`src/rtl/rd_fifo_interface.sv`:
```
// Packs bytes from the flash controller into Read FIFO words, MSB-first.
// A partial word can be flushed and is zero-padded.
module rd_fifo_interface #(
    parameter int RD_FIFO_DATA_WIDTH = 128
) (
    input  logic                          i_clk,
    input  logic                          i_rst_n,
    output logic [RD_FIFO_DATA_WIDTH-1:0] o_rd_fifo_data,
    output logic                          o_rd_fifo_we,
    input  logic                          i_rd_fifo_full,
    input  logic [7:0]                    i_ctrl_data,
    input  logic                          i_ctrl_we,
    input  logic                          i_ctrl_flush,
    output logic                          o_ctrl_full
);

    localparam int NUM_OF_BYTES = RD_FIFO_DATA_WIDTH / 8;
    localparam int IDX_W        = (NUM_OF_BYTES > 1) ? $clog2(NUM_OF_BYTES) : 1;
    localparam logic [IDX_W-1:0] LAST_IDX = IDX_W'(NUM_OF_BYTES - 1);

    typedef enum logic {
        STATE_ACCUMULATE,
        STATE_WRITE_TO_FIFO
    } state_t;

    state_t                        state_q, state_d;
    logic [IDX_W-1:0]              index_q, index_d;
    logic [RD_FIFO_DATA_WIDTH-1:0] buffer_q, buffer_d;

    always_ff @(posedge i_clk or negedge i_rst_n) begin
        if (!i_rst_n) begin
            state_q  <= STATE_ACCUMULATE;
            index_q  <= '0;
            buffer_q <= '0;
        end else begin
            state_q  <= state_d;
            index_q  <= index_d;
            buffer_q <= buffer_d;
        end
    end

    // Buffer is cleared on every FIFO write, so a flushed word is already zero-padded.
    always_comb begin
        state_d      = state_q;
        index_d      = index_q;
        buffer_d     = buffer_q;
        o_rd_fifo_we = 1'b0;
        o_ctrl_full  = (state_q == STATE_WRITE_TO_FIFO);

        unique case (state_q)
            STATE_ACCUMULATE: begin
                if (i_ctrl_we) begin
                    for (int k = 0; k < NUM_OF_BYTES; k++) begin
                        if (index_q == IDX_W'(k)) begin
                            buffer_d[RD_FIFO_DATA_WIDTH-1-8*k -: 8] = i_ctrl_data;
                        end
                    end
                    if (i_ctrl_flush || (index_q == LAST_IDX)) begin
                        state_d = STATE_WRITE_TO_FIFO;
                    end else begin
                        index_d = index_q + IDX_W'(1);
                    end
                end else if (i_ctrl_flush && (index_q != '0)) begin
                    state_d = STATE_WRITE_TO_FIFO;
                end
            end
            STATE_WRITE_TO_FIFO: begin
                if (!i_rd_fifo_full) begin
                    o_rd_fifo_we = 1'b1;
                    state_d      = STATE_ACCUMULATE;
                    index_d      = '0;
                    buffer_d     = '0;
                end
            end
            default: state_d = STATE_ACCUMULATE;
        endcase
    end

    assign o_rd_fifo_data = buffer_q;

endmodule
```
`config.mk`:
```
export PLATFORM = sky130hd
export DESIGN_NAME = rd_fifo_interface
export DESIGN_NICKNAME = d
export VERILOG_FILES = /design/src/rtl/rd_fifo_interface.sv
export SDC_FILE = /design/constraint.sdc
export NUM_CORES = 1
export LEC_CHECK = 0
export ABC_AREA = 1
export CAP_MARGIN = 20
export CORE_MARGIN = 1
export CORE_UTILIZATION = 53
export DETAILED_ROUTE_END_ITERATION = 7
export GPL_TIMING_DRIVEN = 0
export PLACE_DENSITY = 0.86
export SLEW_MARGIN = 20
export SYNTH_ARGS = -nofsm -noshare
export SYNTH_HDL_FRONTEND = slang
export SYNTH_SLANG_ARGS = --single-unit
```
`constraint.sdc`:
```
create_clock -name i_clk -period 3 [get_ports i_clk]
set_clock_uncertainty 0.05 [all_clocks]
set_input_delay 0.6 -clock i_clk [delete_from_list [all_inputs] [get_ports i_clk]]
set_output_delay 0.6 -clock i_clk [all_outputs]
set_load 0.1 [all_outputs]
```
=== Word-level counts from Yosys, hierarchy flattened ===
Cells that the tools add are included.

* Input port bits: 13
* Bits in registers: 133
* Logic and storage cells: 105
* Output and inout bits: 130

* Equality and inequality tests: 34
* Muxes and demuxes: 30
* $add $sub $neg: 1
* Bitwise operators: 1
* Reductions and logical operators: 21

{| class="wikitable"
|+ Operator list
! kind !! count
|-
| 128-bit 2-to-1 mux || 2
|-
| 128-bit one-hot mux with 2 select lines || 1
|-
| 8-bit 2-to-1 mux || 16
|-
| 3-bit AND reduction || 17
|-
| 2-bit != test (second input constant) || 19
|-
| 4-bit equality test (second input constant) || 8
|-
| 4-bit by 3-bit equality test with 1-bit output (second input constant) || 4
|-
| 4-bit 2-to-1 mux || 3
|-
| 4-bit by 2-bit equality test with 1-bit output (second input constant) || 2
|-
| 4-bit one-hot mux with 2 select lines || 1
|-
| 1-bit 2-to-1 mux || 6
|-
| 4-bit by 1-bit adder with 4-bit output (second input constant) || 1
|-
| 4-bit by 1-bit equality test with 1-bit output (second input constant) || 1
|-
| 4-bit zero test || 1
|-
| 4-bit nonzero test || 1
|-
| 1-bit one-hot mux with 2 select lines || 1
|-
| 1-bit logical AND || 1
|-
| 1-bit logical OR || 1
|-
| 1-bit NOT || 1
|}

=== Longest topological paths before layout ===
Gate-level depths: netlist of the first run.

* Word-level depth: 5
* Mapped depth: 8
* Mapped depth without buffers: 7

=== Least setup slack after synthesis of the first run ===
Ideal clock, no wire load.

* Kind: reg2out
* Start: register state_q, in the netlist o_ctrl_full
* End: output port o_rd_fifo_we
* Slack: 229 ps
* Path buffers: 1
* Required time: 2350 ps
* Cell stages (with the launch flop): 4
* Data arrival time: 2121 ps
* Path through: dfrtp_1 -> nand2_2 -> clkbuf_1 -> inv_1

* Cells in the longest elaborated chain, start to end: 1

{| class="wikitable"
|+ Ends and longest elaborated chain
! item !! line !! source
|-
| from (decl) || 26 || <nowiki>state_t state_q, state_d;</nowiki>
|-
| from (signal assigned) || 36 || <nowiki>state_q <= state_d;</nowiki>
|-
| 1-bit 2-to-1 mux || 50 || <nowiki>unique case (state_q)</nowiki>
|-
| to (decl) || 9 || <nowiki>output logic o_rd_fifo_we,</nowiki>
|}

No other way between the ends.

=== Worst setup path after layout of the first run ===
* Start: input port i_rd_fifo_full
* End: output port o_rd_fifo_we

* Cells in the longest elaborated chain, start to end: 2

{| class="wikitable"
|+ Ends and longest elaborated chain
! item !! line !! source
|-
| from (decl) || 10 || <nowiki>input logic i_rd_fifo_full,</nowiki>
|-
| 1-bit 2-to-1 mux || 68 || <nowiki>if (!i_rd_fifo_full) begin</nowiki>
|-
| 1-bit 2-to-1 mux || 50 ||
|}

No other way between the ends.

==> results.yml, run 1 <==
setup_path:
  regToRegEndpoint: "o_rd_fifo_data[108]$_DFFE_PN0P_"
  critical_path_arrival_ns: 2.25
  end_kind: "primary output"
  req_time_crit_path_ns: 2.35
  rr_startpoint: "o_ctrl_full$_DFF_PN0_"
  criticalPathCategory: "in -> out"
  cells_on_worst_reg2reg_path: 5
  critical_path.startpoint_type: "input port"
  reg2reg_setup_slack_ns: 1.06
  worst-path-max-fanout: 10
drt:
  postRouteAntennaNets: 0
  wl_mm: 16.85
  wire_per_inst_um: 18.27
  tritonroute_pass_1_iters: 7
  via_count_normalized_by_instance_count: 5.656
  detail_route.iter0.violations: 406
  via_count: 5215
  drcViolationCount: 0
timing:
  timing.final.setup_violations: 0
  fin_tns_setup_ns: 0
  hold_violations: 0
  worst_slew_margin_rel_pct: 30.04
  max_slew.worst_pin.slew_ns: 1.046
  post-route-min-period_ns: 2.904
  slew_viol_final: 0
  max_freq_ghz: 0.3443
  rsz0062_at_grt: "no"
  fin_crit_sh_pct: 96.82
min_path:
  worstHoldStart: "o_rd_fifo_data[86]$_DFFE_PN0P_"
  whs_path_depth: 2
  timing.hold.worst_endpoint: "o_rd_fifo_data[86]$_DFFE_PN0P_"
  holdCritPathClass: "reg -> reg"
cells_and_area:
  antenna-diode-count: 0
  post_route_cells_drive_above_1_share_pct: 8.999
  layout.filler_cells: 612
  layout_commonest_cell: "sky130_fd_sc_hd__nand2_1"
  flow.area_growth_from_synthesis_pct: 40.92
  most-common-layout-cells: "sky130_fd_sc_hd__nand2_1 (229), sky130_fd_sc_hd__clkdlybuf4s50_1 (140), sky130_fd_sc_hd__dfrtp_1 (133)"
  finish.net_count: 795
logic_synthesis:
  post_synth_xor_xnor_area_pct: 0
  netlist_area_pre_place_um2: 5538
  postSynthAreaPerCell_um2: 9.034
  dominant_combinational_cell_family_by_area_after_synthesis: "simple AND/OR/NAND/NOR gates"
  ys_ff_latch: 133
  synth_nets: 632
  synth_warn: 0
  post_synth_adder_cell_area_pct: 1.356
  ys_types: 17
  synth_seq_area_share_pct: 60.10
  synth-simple-area-share_pct: 27.59
  synth_compound_area_share_pct: 6.439
  synthCells: 613
  synthMuxAreaShare_pct: 0
cts:
  root_buffer: "sky130_fd_sc_hd__clkbuf_8"
  clock_sinks: 133
  cts.path.max_buffers: 2
  worst_setup_hold_path_clk_slew_ns: 0.06
  clock_tree_from_tritoncts: "done"
  cts_made_buffers: 17
  cts_max_level: 4
  insertion_delay_ns: 0.52
status:
  status: "complete, no violations"
floorplan:
  ios: 143
  core-area_um2: 9955
  design.die.area_um2: 10860
  rows: 36
  floorplan.die.height_um: 104.2
  floorplan.die.width_um: 104.2
  floorplan.initialDensity_pct: 55.63
global_routing:
  grt_pass1_vias: 5333
  globalRoute.totalOverflow: 0
  antenna_found_initial: 0
  groute.usage.overall_pct: 32.70
  grt_start_max_net_pins: 86
  grt_pass1_wl_mm: 27.18
run:
  max-cap-violations: 0
place:
  place_hpwl_mm: 10.99
  place_congestion: 0.9089
  io_buffer_count: 142
kinds of logic (layout without fill, tap and decap cells):
logic type | count (synthesis) | count (layout)
AOI/OAI and AO/OA | 63 | 63
adders and majority gates | 6 | 6
buffers and inverters | 57 | 233
DFF | 133 | 133
and+or+nand+nor | 354 | 354
state kept, by name, indices dropped and copies added, names as in the netlist:
register,flops
o_ctrl_full,1
o_rd_fifo_data,128
index_q,4
how the worst max path moves through the flow:
stage | start | end | slack, ns | depth (start not counted)
after floorplan | o_ctrl_full$_DFF_PN0_ | o_rd_fifo_we | 0.23 | 3
after global placement | i_rst_n | o_rd_fifo_data[67]$_DFFE_PN0P_ | -3.58 | 1
after detailed placement | i_rd_fifo_full | o_rd_fifo_we | -0.37 | 6
after CTS | i_rd_fifo_full | o_rd_fifo_we | 0.12 | 6
after global routing | i_rd_fifo_full | o_rd_fifo_we | 0.008 | 6
final | i_rd_fifo_full | o_rd_fifo_we | 0.1 | 6
final cells by class:
| type | instances | area (µm²) | area share [%] |
|---|---|---|---|
| Inverter | 32 | 120.1 | 1.539 |
| Multi-Input combinational cell | 423 | 1959 | 25.11 |
| Clock buffer | 21 | 439.2 | 5.628 |
| Timing Repair Buffer | 144 | 1461 | 18.73 |
| Sequential cell | 133 | 3328 | 42.65 |
| Clock inverter | 11 | 198.9 | 2.549 |
| Tap cell | 133 | 166.4 | 2.132 |
| Buffer | 25 | 130.1 | 1.667 |
what timing repair did:
action                                  CTS  global route
endpoints found under the setup margin    1             0
gates resized for setup                   3             0
setup buffers                             0             0
hold endpoints to repair                 48             0
hold buffers                              1             0
cell usage after synthesis (all sizes together):
| cell | number | share of area (%) |
|---|---|---|
| nand2 | 240 | 18 |
| dfrtp | 133 | 60 |
| nand3 | 101 | 9.1 |
| o21ai | 62 | 6.3 |
| inv | 30 | 2.0 |
| buf | 16 | 1.7 |
| nor2 | 13 | 0.88 |
| clkbuf | 9 | 0.61 |
| ha | 6 | 1.4 |
| clkinv | 2 | 0.14 |
| a21oi | 1 | 0.090 |
metal layers:
metal | part of all wire (%) | up-vias | global-route usage, %
met2 | 52 | 264 | 54.81
met4 | 4.0 | 0 | 17.65
li1 | - | 2314 | -
met5 | 0 | - | 0
met1 | 38 | 2578 | 39.93
met3 | 5.9 | 59 | 6.516
critical path, stage by stage:
cell and delay [ns]:
sky130_fd_sc_hd__clkdlybuf4s50_1 0.50, sky130_fd_sc_hd__inv_1 0.07, sky130_fd_sc_hd__nand2_2 0.18, sky130_fd_sc_hd__clkbuf_1 0.36
sky130_fd_sc_hd__inv_1 0.07, sky130_fd_sc_hd__clkdlybuf4s15_2 0.47
stage by stage:
stage	instances	hold slack, ns	area, µm²	worst slack, ns	util (%)
final	922	0.4192	7804	0.09555	78.39
after global routing	922	0.4540	7804	0.007737	78.39
after CTS	922	0.4238	7804	0.1210	78.39
after detailed placement	889	0.4086	7154	-0.3720	71.87
after global placement	888	0.4052	7126	-3.583	71.58
after floorplan	613	0.2544	5538	0.2294	-
Power of run 1 is left out: the tool's default activity adds up to more than one toggle a clock period on the data nets, which glitch-free logic cannot reach.
==> run 2: changes to the inputs <==
ABC_AREA = default   (was 1)
==> run 2 against run 1 <==
Synthesized cell count fell by 38%. Register-to-register slack got worse by 0.26 ns. Via count shrank 29%. Fmax rose by 1.4%. Global-route usage decreased by 5.8 points. Worst hold slack improved by 0.031 ns. Sequential cell count is the same. Sequential share of layout area is 0.075 points higher. Final area fell by 0.18%. Critical path depth shrank 5. Worst setup slack improved by 0.039 ns. Count of clock-buffer cells in the layout fell by 1. Critical path type is now reg -> out. Highest routed layer unchanged.
==> results.yml, run 2 <==
cts:
  cts_max_level: 4
  root_buffer: "sky130_fd_sc_hd__clkbuf_8"
  cts_made_buffers: 17
  clock_sinks: 133
  post_cts_buffers: 0
  clock_tree_from_tritoncts: "done"
  cts.path.max_buffers: 2
  worst_setup_hold_path_clk_slew_ns: 0.06
  insertion_delay_ns: 0.52
timing:
  slew_viol_final: 0
  max_slew.worst_pin.slew_ns: 1.030
  rsz0062_at_grt: "no"
  fin_crit_sh_pct: 95.52
  post-route-min-period_ns: 2.866
  hold_violations: 0
  timing.final.setup_violations: 0
  max_freq_ghz: 0.3490
  worst_slew_margin_rel_pct: 31.13
logic_synthesis:
  synth_seq_area_share_pct: 59.74
  postSynth.asyncResetShare_pct: 100.0
  synthCells: 379
  netlist_area_pre_place_um2: 5572
  synth_top_area_share_pct: 59.74
  synth_nets: 398
  synth_warn: 0
  synth.top_cells.by_count: "sky130_fd_sc_hd__dfrtp_1 (133), sky130_fd_sc_hd__mux2_2 (109), sky130_fd_sc_hd__nand2_1 (24), sky130_fd_sc_hd__inv_1 (21), sky130_fd_sc_hd__mux2i_1 (17)"
  ys_types: 40
  yosys.area.top_type: "sky130_fd_sc_hd__dfrtp_1"
  synth.area.top_cells: "sky130_fd_sc_hd__dfrtp_1 (60%), sky130_fd_sc_hd__mux2_2 (22%), sky130_fd_sc_hd__mux2i_1 (3.1%)"
  synth-edff-count: 0
  postSynthAreaPerCell_um2: 14.70
  ys_ff_latch: 133
  synth.most_common_cell: "sky130_fd_sc_hd__dfrtp_1"
  synthFlopType: "sky130_fd_sc_hd__dfrtp_1"
drt:
  postRouteAntennaNets: 0
  wire_per_inst_um: 19.77
  tritonroute_pass_1_iters: 4
  via_count: 3706
  drcViolationCount: 0
  via_count_normalized_by_instance_count: 5.363
  wl_mm: 13.66
  detail_route.iter0.violations: 147
floorplan:
  floorplan.die.height_um: 104.5
  floorplan.die.width_um: 104.5
  floorplan.initialDensity_pct: 54.21
  rows: 37
  core-area_um2: 10280
  design.die.area_um2: 10930
  ios: 143
global_routing:
  globalRoute.totalOverflow: 0
  grt_start_max_net_pins: 74
  grt_pass1_vias: 3998
  antenna_found_initial: 0
  groute.usage.overall_pct: 26.88
  grt_pass1_wl_mm: 21.81
setup_path:
  timing.critical_path.slowest_stage_cell: "sky130_fd_sc_hd__clkdlybuf4s50_1"
  worst-path-max-fanout: 7
  criticalPathCategory: "reg -> out"
  critical_path_arrival_ns: 2.22
  req_time_crit_path_ns: 2.35
  cp_slowest_stage_delay_ns: 1.21
  path_delay_family: "buffers and inverters"
  end_kind: "primary output"
  critical_path.startpoint_type: "flop"
  worst-path-buf-inv: 1
  path_cells: "clkdlybuf4s50_1"
cells_and_area:
  most-common-layout-cells: "sky130_fd_sc_hd__clkdlybuf4s50_1 (140), sky130_fd_sc_hd__dfrtp_1 (133), sky130_fd_sc_hd__mux2_2 (109)"
  post_route_cells_drive_above_1_share_pct: 30.81
  antenna-diode-count: 0
  max_reg_flops: 128
  finish.net_count: 561
  layout_commonest_cell: "sky130_fd_sc_hd__clkdlybuf4s50_1"
  final_cell_area_um2: 7790
  flow.area_growth_from_synthesis_pct: 39.82
min_path:
  holdCritPathClass: "reg -> reg"
place:
  placed_area_um2: 7196
  place_congestion: 0.8393
  io_buffer_count: 142
  place_hpwl_mm: 9.304
status:
  status: "complete, no violations"
run:
  max-cap-violations: 0
==> run 2: changes by cell type after synthesis, moves of 13 or more <==
cell / previous run / this run
sky130_fd_sc_hd__mux2_2: 0 / 109
sky130_fd_sc_hd__nand2_1: 229 / 24
sky130_fd_sc_hd__o21ai_0: 51 / 0
sky130_fd_sc_hd__nand3_1: 101 / 2
sky130_fd_sc_hd__nor2_1: 13 / 0
sky130_fd_sc_hd__mux2i_1: 0 / 17
==> run 2: path summary, 6_finish.rpt <==
check                                                 from                         endpoint  slack [ns]  depth (start not counted)
max                                  o_ctrl_full$_DFF_PN0_                      o_ctrl_full        0.13                          1
max reg2reg                         index_q[0]$_DFFE_PN0P_  o_rd_fifo_data[110]$_DFFE_PN0P_        0.80                          5
min reg2reg                o_rd_fifo_data[112]$_DFFE_PN0P_  o_rd_fifo_data[112]$_DFFE_PN0P_        0.45                          1
min                        o_rd_fifo_data[112]$_DFFE_PN0P_  o_rd_fifo_data[112]$_DFFE_PN0P_        0.45                          1
min in group asynchronous                          i_rst_n  o_rd_fifo_data[100]$_DFFE_PN0P_        0.55                          2
max in group asynchronous                          i_rst_n    o_rd_fifo_data[2]$_DFFE_PN0P_        1.66                          3
==> run 2: routing by layer <==
| layer | wire, µm | track usage [%] | part of all wire, % | up-vias |
|---|---|---|---|---|
| li1 | - | - | - | 1651 |
| met1 | 5530 | 32.44 | 40 | 1878 |
| met3 | 985 | 9.545 | 7.2 | 32 |
| met5 | 0 | 0 | 0 | - |
| met2 | 6747 | 43.09 | 49 | 145 |
| met4 | 397 | 12.76 | 2.9 | 0 |
==> run 2: cell families (layout without fill, tap and decap cells) <==
logic type / count (synthesis) / count (layout) / share of synthesized area (%)
flip-flops: 133 / 133 / 59.73
multiplexers: 129 / 129 / 25.69
buffers and inverters: 38 / 214 / 3.234
adder cells (fa/ha/maj): 6 / 6 / 1.347
AND/OR/NAND/NOR: 49 / 49 / 4.986
AO/OA/AOI/OAI: 24 / 24 / 5.008
==> run 2: per-stage QoR <==
step	worst slack [ns]	setup TNS, ns	instances	utilization (%)	hold slack [ns]
floorplan	0.4186	0	379	-	0.2544
global placement	-3.682	-488.95	657	69.70	0.4364
detailed placement	-0.3562	-0.3562	658	70.01	0.4417
CTS	0.1179	0	691	75.80	0.4545
global route	0.06410	0	691	75.80	0.4735
finish	0.1344	0	691	75.80	0.4504
==> run 2: area by class of cell <==
cell class | instances | area, µm²
repair buffers | 144 | 1465
inverters | 21 | 78.83
multi-input cells | 208 | 2063
plain buffers | 17 | 101.3
clock buffers | 20 | 455.4
clock inverters | 12 | 127.6
well taps | 136 | 170.2
flip-flops and latches | 133 | 3328
fillers | 666 | 2487
==> run 2: what timing repair did <==
item	CTS	global route
endpoints found under the hold margin	60	0
resized for setup	3	0
hold buffers	1	0
endpoints found under the setup margin	1	0
Power of run 2 is left out for the same reason.
==> run 3: changes to the inputs <==
SKIP_LAST_GASP = 1   (was default)
clock period = 3.4 ns   (was 3 ns; I/O delays follow)
==> run 3 against run 2 <==
Global-route usage did not move. Via count fell by 0.38%. Sequential share of layout area rose by 0.069 points. Critical path depth rose by 3.
==> results.yml, run 3 (same netlist as run 2, synthesis figures left out) <==
drt:
  tritonroute_pass_1_iters: 4
  postRouteAntennaNets: 0
  detail_route.iter0.violations: 144
  wl_mm: 13.65
  via_count_normalized_by_instance_count: 5.351
  drcViolationCount: 0
  wire_per_inst_um: 19.79
  via_count: 3692
cells_and_area:
  multiInputGateArea_um2: 2063
  post_route_cells_drive_above_1_share_pct: 30.69
  layout.filler_cells: 669
  finish.net_count: 560
  antenna-diode-count: 0
  flow.area_growth_from_synthesis_pct: 39.59
  most-common-layout-cells: "sky130_fd_sc_hd__clkdlybuf4s50_1 (140), sky130_fd_sc_hd__dfrtp_1 (133), sky130_fd_sc_hd__mux2_2 (109)"
  layout.area.seq_um2: 3328
  layout_commonest_cell: "sky130_fd_sc_hd__clkdlybuf4s50_1"
  final_cell_area_um2: 7777
  max_reg_flops: 128
place:
  place_congestion: 0.8393
  io_buffer_count: 142
  place_hpwl_mm: 9.304
  placed_area_um2: 7196
global_routing:
  grt_pass1_wl_mm: 21.81
  globalRoute.totalOverflow: 0
  grt_pass1_vias: 3998
  grt_start_max_net_pins: 74
  groute.usage.overall_pct: 26.88
  antenna_found_initial: 0
cts:
  number_of_hold_buffers_added_after_cts: 0
  clock_sinks: 133
  cts_made_buffers: 17
  post_cts_buffers: 0
  cts.path.max_buffers: 2
  cts_max_level: 4
  post_cts.resized_instances: 1
  insertion_delay_ns: 0.52
  worst_setup_hold_path_clk_slew_ns: 0.06
  root_buffer: "sky130_fd_sc_hd__clkbuf_8"
  clock_tree_from_tritoncts: "done"
floorplan:
  floorplan.die.width_um: 104.5
  rows: 37
  ios: 143
  floorplan.initialDensity_pct: 54.21
  design.die.area_um2: 10930
  floorplan.die.height_um: 104.5
  core-area_um2: 10280
setup_path:
  path_cells: "clkdlybuf4s50_1 > nand2b_1 > inv_1 > dlygate4sd2_1"
  path_delay_family: "buffers and inverters"
  cp_slowest_stage_delay_ns: 0.91
  critical_path_arrival_ns: 2.54
  end_kind: "primary output"
  criticalPathCategory: "in -> out"
  worst-path-max-fanout: 5
  req_time_crit_path_ns: 2.67
  worst-path-buf-inv: 3
  critical_path.startpoint_type: "input port"
  timing.critical_path.slowest_stage_cell: "sky130_fd_sc_hd__dlygate4sd2_1"
run:
  max-cap-violations: 0
timing:
  worst_slew_margin_rel_pct: 31.10
  fin_crit_sh_pct: 96.24
  rsz0062_at_grt: "no"
  hold_violations: 0
  fin_tns_setup_ns: 0
  timing.final.setup_violations: 0
  post-route-min-period_ns: 3.272
  slew_viol_final: 0
  max_slew.worst_pin.slew_ns: 1.030
  max_freq_ghz: 0.3056
min_path:
  holdCritPathClass: "in -> async"
status:
  status: "complete, no violations"
-- run 3: final cells by class --
| cell class | instances | share of cell area (%) |
|---|---|---|
| well taps | 136 | 2.188 |
| clock buffers | 20 | 5.856 |
| plain buffers | 17 | 1.303 |
| clock inverters | 12 | 1.641 |
| repair buffers | 143 | 18.68 |
| multi-input cells | 208 | 26.53 |
| flip-flops and latches | 133 | 42.79 |
| inverters | 21 | 1.014 |
-- run 3: layer usage --
layer,routed length (µm),global-route usage [%]
met5,0,0
met4,410,12.76
met3,982,9.607
met2,6698,43.09
met1,5560,32.39
-- run 3: path summary, 6_finish.rpt --
kind,startpoint,to,slack (ns),cells after the start
max,i_rd_fifo_full,o_rd_fifo_we,0.13,4
min,i_rst_n,o_rd_fifo_data[100]$_DFFE_PN0P_,0.04,1
max reg2reg,index_q[0]$_DFFE_PN0P_,o_rd_fifo_data[110]$_DFFE_PN0P_,1.20,5
min reg2reg,o_rd_fifo_data[112]$_DFFE_PN0P_,o_rd_fifo_data[112]$_DFFE_PN0P_,0.45,1
max in group asynchronous,i_rst_n,o_rd_fifo_data[13]$_DFFE_PN0P_,2.58,2
min in group i_clk,o_rd_fifo_data[112]$_DFFE_PN0P_,o_rd_fifo_data[112]$_DFFE_PN0P_,0.45,1
-- run 3: worst register-to-register path, stage by stage, from the launching register on --
cell and delay [ns]:
sky130_fd_sc_hd__dfrtp_1 0.43, sky130_fd_sc_hd__inv_1 0.17, sky130_fd_sc_hd__ha_1 0.17, sky130_fd_sc_hd__nand2_1 0.12, sky130_fd_sc_hd__o41ai_4 0.72, sky130_fd_sc_hd__mux2_2 0.43
-- run 3: per-stage QoR --
stage	utilization (%)	cells	worst slack, ns	hold WS, ns
3_3_place_gp	69.70	657	-3.362	0.4364
3_5_place_dp	70.01	658	-0.1162	0.4417
4_1_cts	75.68	690	0.1454	0.04212
2_1_floorplan	-	379	0.7722	0.3344
6_report	75.68	690	0.1280	0.03533
5_1_grt	75.68	690	0.07915	0.06820
Power of run 3 is left out for the same reason.
